[config.mk]
export PLATFORM = sky130hd
export DESIGN_NAME = picomips_core_mc
export DESIGN_NICKNAME = d
export VERILOG_FILES = /design/src/rtl/picomips_core_mc.sv
export SDC_FILE = /design/constraint.sdc
export NUM_CORES = 1
export LEC_CHECK = 0
export ABC_AREA = 1
export CAP_MARGIN = 20
export CELL_PAD_IN_SITES_DETAIL_PLACEMENT = 0
export CELL_PAD_IN_SITES_GLOBAL_PLACEMENT = 2
export CORE_UTILIZATION = 36
export DETAILED_ROUTE_END_ITERATION = 7
export PLACE_DENSITY_LB_ADDON = 0.08
export SLEW_MARGIN = 10
export SYNTH_ARGS = -nofsm -noshare
export SYNTH_HDL_FRONTEND = slang
export SYNTH_SLANG_ARGS = --single-unit
[constraint.sdc]
create_clock -name clk -period 6.7 [get_ports clk]
set_input_delay 1.34 -clock clk [delete_from_list [all_inputs] [get_ports clk]]
set_output_delay 1.34 -clock clk [all_outputs]
set_load 0.01 [all_outputs]
[src/rtl/picomips_core_mc.sv]
// Multi-cycle picoMIPS core: FETCH/EXEC sequencing, eight n-bit registers,
// ready/valid input and output channels, multiply, relative branch and halt.
module picomips_core_mc #(
  parameter int unsigned n      = 8,
  parameter int unsigned p_size = 6,
  parameter int unsigned i_size = 16
) (
  input  logic              clk,
  input  logic              n_reset,
  output logic [p_size-1:0] instr_addr,
  input  logic [i_size-1:0] instr_data,
  input  logic [n-1:0]      in_data,
  input  logic              in_valid,
  output logic              in_ready,
  output logic [n-1:0]      out_data,
  output logic              out_valid,
  input  logic              out_ready,
  output logic              halted
);

  localparam int unsigned NREG = 8;
  localparam int unsigned RW   = 3;
  localparam int unsigned PW   = 2 * n;

  localparam logic [2:0] OP_NOP  = 3'b000;
  localparam logic [2:0] OP_ADD  = 3'b001;
  localparam logic [2:0] OP_ADDI = 3'b010;
  localparam logic [2:0] OP_MUL  = 3'b011;
  localparam logic [2:0] OP_IN   = 3'b100;
  localparam logic [2:0] OP_OUT  = 3'b101;
  localparam logic [2:0] OP_BEQZ = 3'b110;

  typedef enum logic [2:0] {
    ST_FETCH,
    ST_EXEC,
    ST_WAIT_IN,
    ST_WAIT_OUT,
    ST_HALT
  } state_t;

  state_t            r_state;
  logic [p_size-1:0] r_pc;
  logic [i_size-1:0] r_ir;
  logic [n-1:0]      r_regs [NREG];
  logic [n-1:0]      r_out_data;
  logic              r_out_valid;
  logic              r_halted;

  logic [2:0]        w_op;
  logic [RW-1:0]     w_rd;
  logic [RW-1:0]     w_rs;
  logic [n-1:0]      w_imm;
  logic [p_size-1:0] w_off;
  logic [n-1:0]      w_rd_val;
  logic [n-1:0]      w_rs_val;
  logic [PW-1:0]     w_prod;
  logic [p_size-1:0] w_pc_inc;
  logic              w_rd_wr;
  logic              w_unused;

  // Instruction field decode from the latched instruction word
  assign w_op     = r_ir[i_size-1 -: 3];
  assign w_rd     = r_ir[i_size-4 -: RW];
  assign w_rs     = r_ir[RW-1:0];
  assign w_imm    = r_ir[n-1:0];
  assign w_off    = r_ir[p_size-1:0];
  assign w_rd_val = r_regs[w_rd];
  assign w_rs_val = r_regs[w_rs];
  assign w_prod   = PW'(w_rd_val) * PW'(w_rs_val);
  assign w_pc_inc = r_pc + p_size'(1);
  assign w_rd_wr  = (w_rd != '0);
  assign w_unused = ^{r_ir, w_prod[n-1:0]};

  assign instr_addr = r_pc;
  assign in_ready   = (r_state == ST_WAIT_IN);
  assign out_data   = r_out_data;
  assign out_valid  = r_out_valid;
  assign halted     = r_halted;

  // R0 is never written, so it reads zero from reset onwards.
  // Branch offset addition at p_size bits gives sign extension and wrap for free.
  always_ff @(posedge clk) begin
    if (!n_reset) begin
      r_state     <= ST_FETCH;
      r_pc        <= '0;
      r_ir        <= '0;
      for (int i = 0; i < NREG; i++) r_regs[i] <= '0;
      r_out_data  <= '0;
      r_out_valid <= 1'b0;
      r_halted    <= 1'b0;
    end else begin
      case (r_state)
        ST_FETCH: begin
          r_ir    <= instr_data;
          r_state <= ST_EXEC;
        end
        ST_EXEC: begin
          r_state <= ST_FETCH;
          case (w_op)
            OP_NOP: r_pc <= w_pc_inc;
            OP_ADD: begin
              if (w_rd_wr) r_regs[w_rd] <= w_rd_val + w_rs_val;
              r_pc <= w_pc_inc;
            end
            OP_ADDI: begin
              if (w_rd_wr) r_regs[w_rd] <= w_rd_val + w_imm;
              r_pc <= w_pc_inc;
            end
            OP_MUL: begin
              if (w_rd_wr) r_regs[w_rd] <= w_prod[PW-1:n];
              r_pc <= w_pc_inc;
            end
            OP_IN: r_state <= ST_WAIT_IN;
            OP_OUT: begin
              r_out_data  <= w_rs_val;
              r_out_valid <= 1'b1;
              r_state     <= ST_WAIT_OUT;
            end
            OP_BEQZ: r_pc <= (w_rd_val == '0) ? r_pc + w_off : w_pc_inc;
            default: begin
              r_halted <= 1'b1;
              r_state  <= ST_HALT;
            end
          endcase
        end
        ST_WAIT_IN: begin
          if (in_valid) begin
            if (w_rd_wr) r_regs[w_rd] <= in_data;
            r_pc    <= w_pc_inc;
            r_state <= ST_FETCH;
          end
        end
        ST_WAIT_OUT: begin
          if (out_ready) begin
            r_out_valid <= 1'b0;
            r_pc        <= w_pc_inc;
            r_state     <= ST_FETCH;
          end
        end
        ST_HALT: r_state <= ST_HALT;
        default: r_state <= ST_FETCH;
      endcase
    end
  end

endmodule

== After elaboration in Yosys (flattened, before gate mapping) ==
Memory sizes are Yosys's and may differ from the RTL's. A register that Yosys moved wholly into a read port is not among the register bits.
Index checks and enable logic that the tools add are counted.

* $add $sub $neg: 4
* $mul: 1
* Div/mod/pow operators: 0
* $lt $le $gt $ge: 0
* Equal/unequal tests: 14
* Shift operators: 0
* Muxes and demuxes: 40
* Bitwise operators: 4
* Reduce and logical (&&, ||, !) cells: 15

{| class="wikitable"
|+ Operators by type and width
! cell !! count
|-
| 8-bit two-way mux || 4
|-
| 1-bit two-way mux || 21
|-
| 3-bit two-way mux || 7
|-
| 6-bit two-way mux || 3
|-
| 6-bit case mux with 3 select lines || 1
|-
| 8-bit adder || 2
|-
| 8-bit by 8-bit multiplier with 16-bit output || 1
|-
| 3-bit case mux with 5 select lines || 1
|-
| 3-bit by 2-bit equality test with 1-bit output (second input constant) || 4
|-
| 3-bit equality test (second input constant) || 4
|-
| 6-bit case mux with 2 select lines || 1
|-
| 3-bit case mux with 3 select lines || 1
|-
| 8-bit zero test || 1
|-
| 8-bit OR reduction || 1
|-
| 7-bit OR reduction || 1
|-
| 6-bit by 1-bit adder with 6-bit output (second input constant) || 1
|-
| 6-bit adder || 1
|-
| 3-bit by 1-bit equality test with 1-bit output (second input constant) || 2
|-
| 3-bit zero test || 2
|-
| 2-bit inequality test (second input constant) || 3
|-
| 2-bit AND reduction || 3
|-
| 3-bit nonzero test || 2
|-
| 5-bit OR reduction || 1
|-
| 4-bit AND reduction || 1
|-
| 7 further kinds || 9
|}

* Flip-flop bits (word level): 35
* Bits in latches: 0
* Bits in writable memories: 64
* Memory bits (read-only): 0
* Bits of input ports: 28
* Output and inout port bits: 17
* Logic and storage cells: 85
* Memories kept: 1

{| class="wikitable"
|+ Memories
! memory !! words !! bits a word !! read ports !! clocked after memory_dff !! wr ports !! line !! RTL
|-
| r_regs || 8 || 8 || 2 || 2 || 8 || 44 || <nowiki>logic [n-1:0] r_regs [NREG];</nowiki>
|}

== Logic depth before layout (Yosys ltp) ==
Gate-level depths: netlist of run 1.

* Word-level depth: 11
* Depth in mapped cells: 30
* Gate-level depth less buffers: 28

== Worst setup path before layout of run 1 ==
Ideal clock, no wire load.

* Path type: register -> register
* From: register with a tool-made name
* To: memory r_regs[1][6] (data pin)
* Setup time: 0.262 ns
* Arrival: 5.056 ns
* Required time: 6.438 ns
* Setup slack: 1.382 ns
* Cell stages (with the launch flop): 26
* Buffers on the path: 3
* Period minus slack after synthesis: 5.318 ns
* Cells stage by stage: dfxtp_1 buf_6 clkbuf_1 buf_2 a21oi_1 o21ai_0 o21ai_0 o21ai_1 nor2_1 fa_1 fa_1 fa_1 inv_1 fa_1 inv_1 ha_1 a21oi_1 inv_1 a31oi_1 inv_1 a21oi_1 nand3_1 nand3_1 nand2_1 nand2_1 nor2_1

{| class="wikitable"
|+ RTL lines
! what !! line
|-
| end, declared || 44
|}

==> results.sh, run 1 <==
export IMPL_synthFlopType="edfxtp_1"
export IMPL_vias=6787
export IMPL_drc=0
export IMPL_cts_max_path_buffers=2
export IMPL_totalWireLength_um=24400
export IMPL_hold_end="halted"
export IMPL_ys_warn_count=0
export IMPL_rrSetupSlack_ps=540
export IMPL_path_buf_inv=7
export IMPL_hp_start="halted"
export IMPL_die_x_um=150
export IMPL_wl_met1_um=10800
export IMPL_nets=1184
export IMPL_wire_per_inst_um=18.0
export IMPL_cp_start_kind="flop"
export IMPL_async_reset_ff_share_pct=0
export IMPL_worst_path_max_fanout=13
export IMPL_ys_seq_elements=103
export IMPL_stdcell_count=1353
export IMPL_cts_resized=0
export IMPL_top_layer="met4"
export IMPL_clk_latency_ps=360
export IMPL_port_buffers=42
export IMPL_syn_area_um2=7890
export IMPL_holdBufCountCts=0
export IMPL_grt_overflow=0
export IMPL_core_area_um2=21200
export IMPL_syn_avg_cell_area_um2=7.79
export IMPL_worstPathArrival_ps=6250
export IMPL_met2_length_um=12400
export IMPL_start_util_pct=37.2
export IMPL_crit_required_ps=6790
export IMPL_synth_largest_area_cell="edfxtp_1"
export IMPL_yosysSeqAreaShare_pct=34.3
export IMPL_grt_pass1_wl_um=37500
export IMPL_holdPathStages=2
export IMPL_finalWorstSetupSlack_ps=537
export IMPL_place_gp_congestion=0.822
export IMPL_synth_mux_area_share_pct=0
export IMPL_dr_wl_met3_um=868
export IMPL_drive_above_1_share_pct=9.18
export IMPL_crit_type="flop to flop"
export IMPL_area_growth_pct=14.6
export IMPL_fillers=2259
export IMPL_ios=45
export IMPL_maxSlewViolCount=0
export IMPL_max_stage_delay_ps=640
export IMPL_num_rows=53
export IMPL_dp_cells=1337
export IMPL_max_freq_mhz=162
export IMPL_synth_most_common_cell="nand2_1"
export IMPL_hold_viol=0
export IMPL_die_area_um2=22500
export IMPL_synth_area_top_cells="edfxtp_1 24%, dfxtp_1 9.9%, fa_1 9.4%"
export IMPL_period_needed_ps=6160
export IMPL_synth_top_family_by_area="simple AND/OR/NAND/NOR gates"
export IMPL_hold_class="flop to flop"
export IMPL_synth_compound_area_share_pct=15.0
export IMPL_reg2reg_to="r_regs[6][6]"
export IMPL_post_drt_via_cell_ratio=5.02
export IMPL_critPathSlowestCell="dfxtp_1"
export IMPL_endpoint_kind="flop"
export IMPL_cp_common_cell="inv_1"
export IMPL_clock_sinks=103
export IMPL_setup_tns_final_ps=0
export IMPL_antenna_left=0
export IMPL_grtUsageTotal_pct=22.6
export IMPL_cts_buffers=9
export IMPL_powerDensity_nw_per_um2=396
export IMPL_ctsRootBufferMaster="clkbuf_16"
export IMPL_yosys_area_share_adder_pct=16.7
export IMPL_diodes=0
export IMPL_postCtsSetupBuffers=0
export IMPL_p_leak_nw=4.08
export IMPL_fin_worst_skew_ps=16.4
export IMPL_slew_limit_headroom_pct=49.5
export IMPL_ff2ff_path_depth=26
export IMPL_maxCapViolations=0
export IMPL_h_tree_depth=3
export IMPL_synth_distinct_cells=40
export IMPL_worstMarginPinSlew_ps=755
export IMPL_synth_edf_count=64
export IMPL_status="finished, final reports clean"
export IMPL_synth_common_cells="162 x nand2_1, 159 x nor2_1, 147 x inv_1"
export IMPL_cts_tree="yes"
export IMPL_die_h_um=150
export IMPL_synth_xor_area_share_pct=1.33
export IMPL_grt_antenna_before_repair=0
export IMPL_grt_max_degree=34
export IMPL_drt_iter0_markers=424
export IMPL_synth_top_cell_area_share_pct=24.4
export IMPL_clk_pin_slew_ps=90
export IMPL_finalCritPeriodShare_pct=92.0
export IMPL_setup_viol=0
export IMPL_crit_family="adder cells"
export IMPL_synth_cells=1013
export IMPL_dpl_hpwl_um=19000
export IMPL_grt_pass1_vias=6732
export IMPL_dr_pass1_iters=5
export IMPL_vdd_ir_drop_max_mv=0.292
export IMPL_rsz0062_at_grt="no"
export IMPL_synthSimpleGateAreaFrac_pct=22.9
export IMPL_place_ws_ps=566
==> worst max-delay path by stage <==
| stage | slack, ps | cells past startpoint | end | from |
|---|---|---|---|---|
| after floorplan | 1380 | 25 | r_regs[1][6] | flop |
| after global placement | 540 | 26 | r_regs[6][6] | flop |
| after detailed placement | 570 | 26 | r_regs[7][6] | flop |
| after CTS | 500 | 26 | r_regs[7][6] | flop |
| after global routing | 70 | 25 | r_regs[6][7] | flop |
| final | 540 | 26 | r_regs[6][6] | flop |
==> kinds of logic (layout without fill, tap and decap cells) <==
kind of cell,count (synthesis),after routing
xor gates and xnor gates,12,12
other,1,8
and+or+nand+nor,413,413
adders and majority gates,83,83
DFF,103,103
AOI/OAI and AO/OA,219,219
buffers and inverters,182,240
==> metrics by stage <==
stage / util [%] / power (W) / area, um^2 / hold slack (ps)
after floorplan: - / 0.00239 / 7910 / 430
after global placement: 41.1 / 0.00308 / 8710 / 443
after detailed placement: 41.1 / 0.00305 / 8710 / 447
after CTS: 42.6 / 0.00364 / 9040 / 459
after global routing: 42.6 / 0.00396 / 9040 / 496
final: 42.6 / 0.00358 / 9040 / 457
==> per-layer routing <==
metal	track usage, %	up-vias
li1	-	3425
met5	0	-
met3	3.60	23
met1	28.8	3237
met2	40.0	102
met4	4.95	0
==> layout make-up <==
type                    instances  area (um^2)  area share (%)
clock buffers                  10          250            2.77
clock inverters                 6         73.8           0.817
inverters                     154          581            6.42
multi-input cells             735         4440            49.2
flip-flops and latches        103         2700            29.9
well taps                     275          344            3.81
repair buffers                 70          643            7.12
==> power by group <==
group          switching (W)  total [W]  internal (W)  leakage, nW
logic                0.00147    0.00227      0.000801         2.95
clock network       0.000275   0.000562      0.000287        0.153
registers          0.0000363   0.000745      0.000709        0.978
==> worst register-to-register path, stage by stage (launching register included) <==
cell,delay (ps)
dfxtp_1,640
buf_4,290
nor2_1,70
nor2_1,80
o21ai_1,70
nand2_1,90
inv_1,50
o21ai_2,400
inv_1,260
nor2_1,190
fa_1,450
fa_1,490
fa_1,560
inv_1,60
fa_1,530
inv_1,40
ha_1,300
a21oi_1,150
inv_1,70
a31oi_1,180
inv_1,70
a21oi_1,200
nand3_1,100
nand3_1,150
nand2_1,70
nand2_1,270
nor2_1,80
==> flip-flops by register name (all words and copies together) (netlist names), named ones only <==
signal / flops
out_valid: 1
halted: 1
out_data: 8
r_state: 3
r_ir: 14
r_regs: 64
instr_addr: 6
==> cells in the final DEF (no fill, tap or decap), types with 2 or more instances in the layout <==
cell / instances
conb_1: 8
nand3_1: 45
o211ai_1: 10
nand4_1: 3
buf_4: 27
nor2_1: 159
o21ai_2: 8
fa_1: 37
a21o_1: 2
nor3_1: 5
clkdlybuf4s50_1: 42
xor2_1: 8
clkinv_8: 3
o21ai_0: 89
nor2_2: 8
nand2_2: 10
clkbuf_16: 10
nor2_4: 2
ha_1: 46
inv_1: 147
nand2_1: 162
o21ai_1: 21
nand3_2: 5
nor4_4: 3
a21oi_1: 79
or2_2: 8
dfxtp_1: 39
inv_2: 6
a31oi_1: 5
edfxtp_1: 64
xnor2_1: 4
Note: power is estimated with default switching activity, not from simulation.
==> run 2, diff against run 1 <==
- ABC_CLOCK_PERIOD_IN_PS: default -> 6700
==> results of run 2 <==
The final DEF is identical to that of run 1; final timing and power are the same.
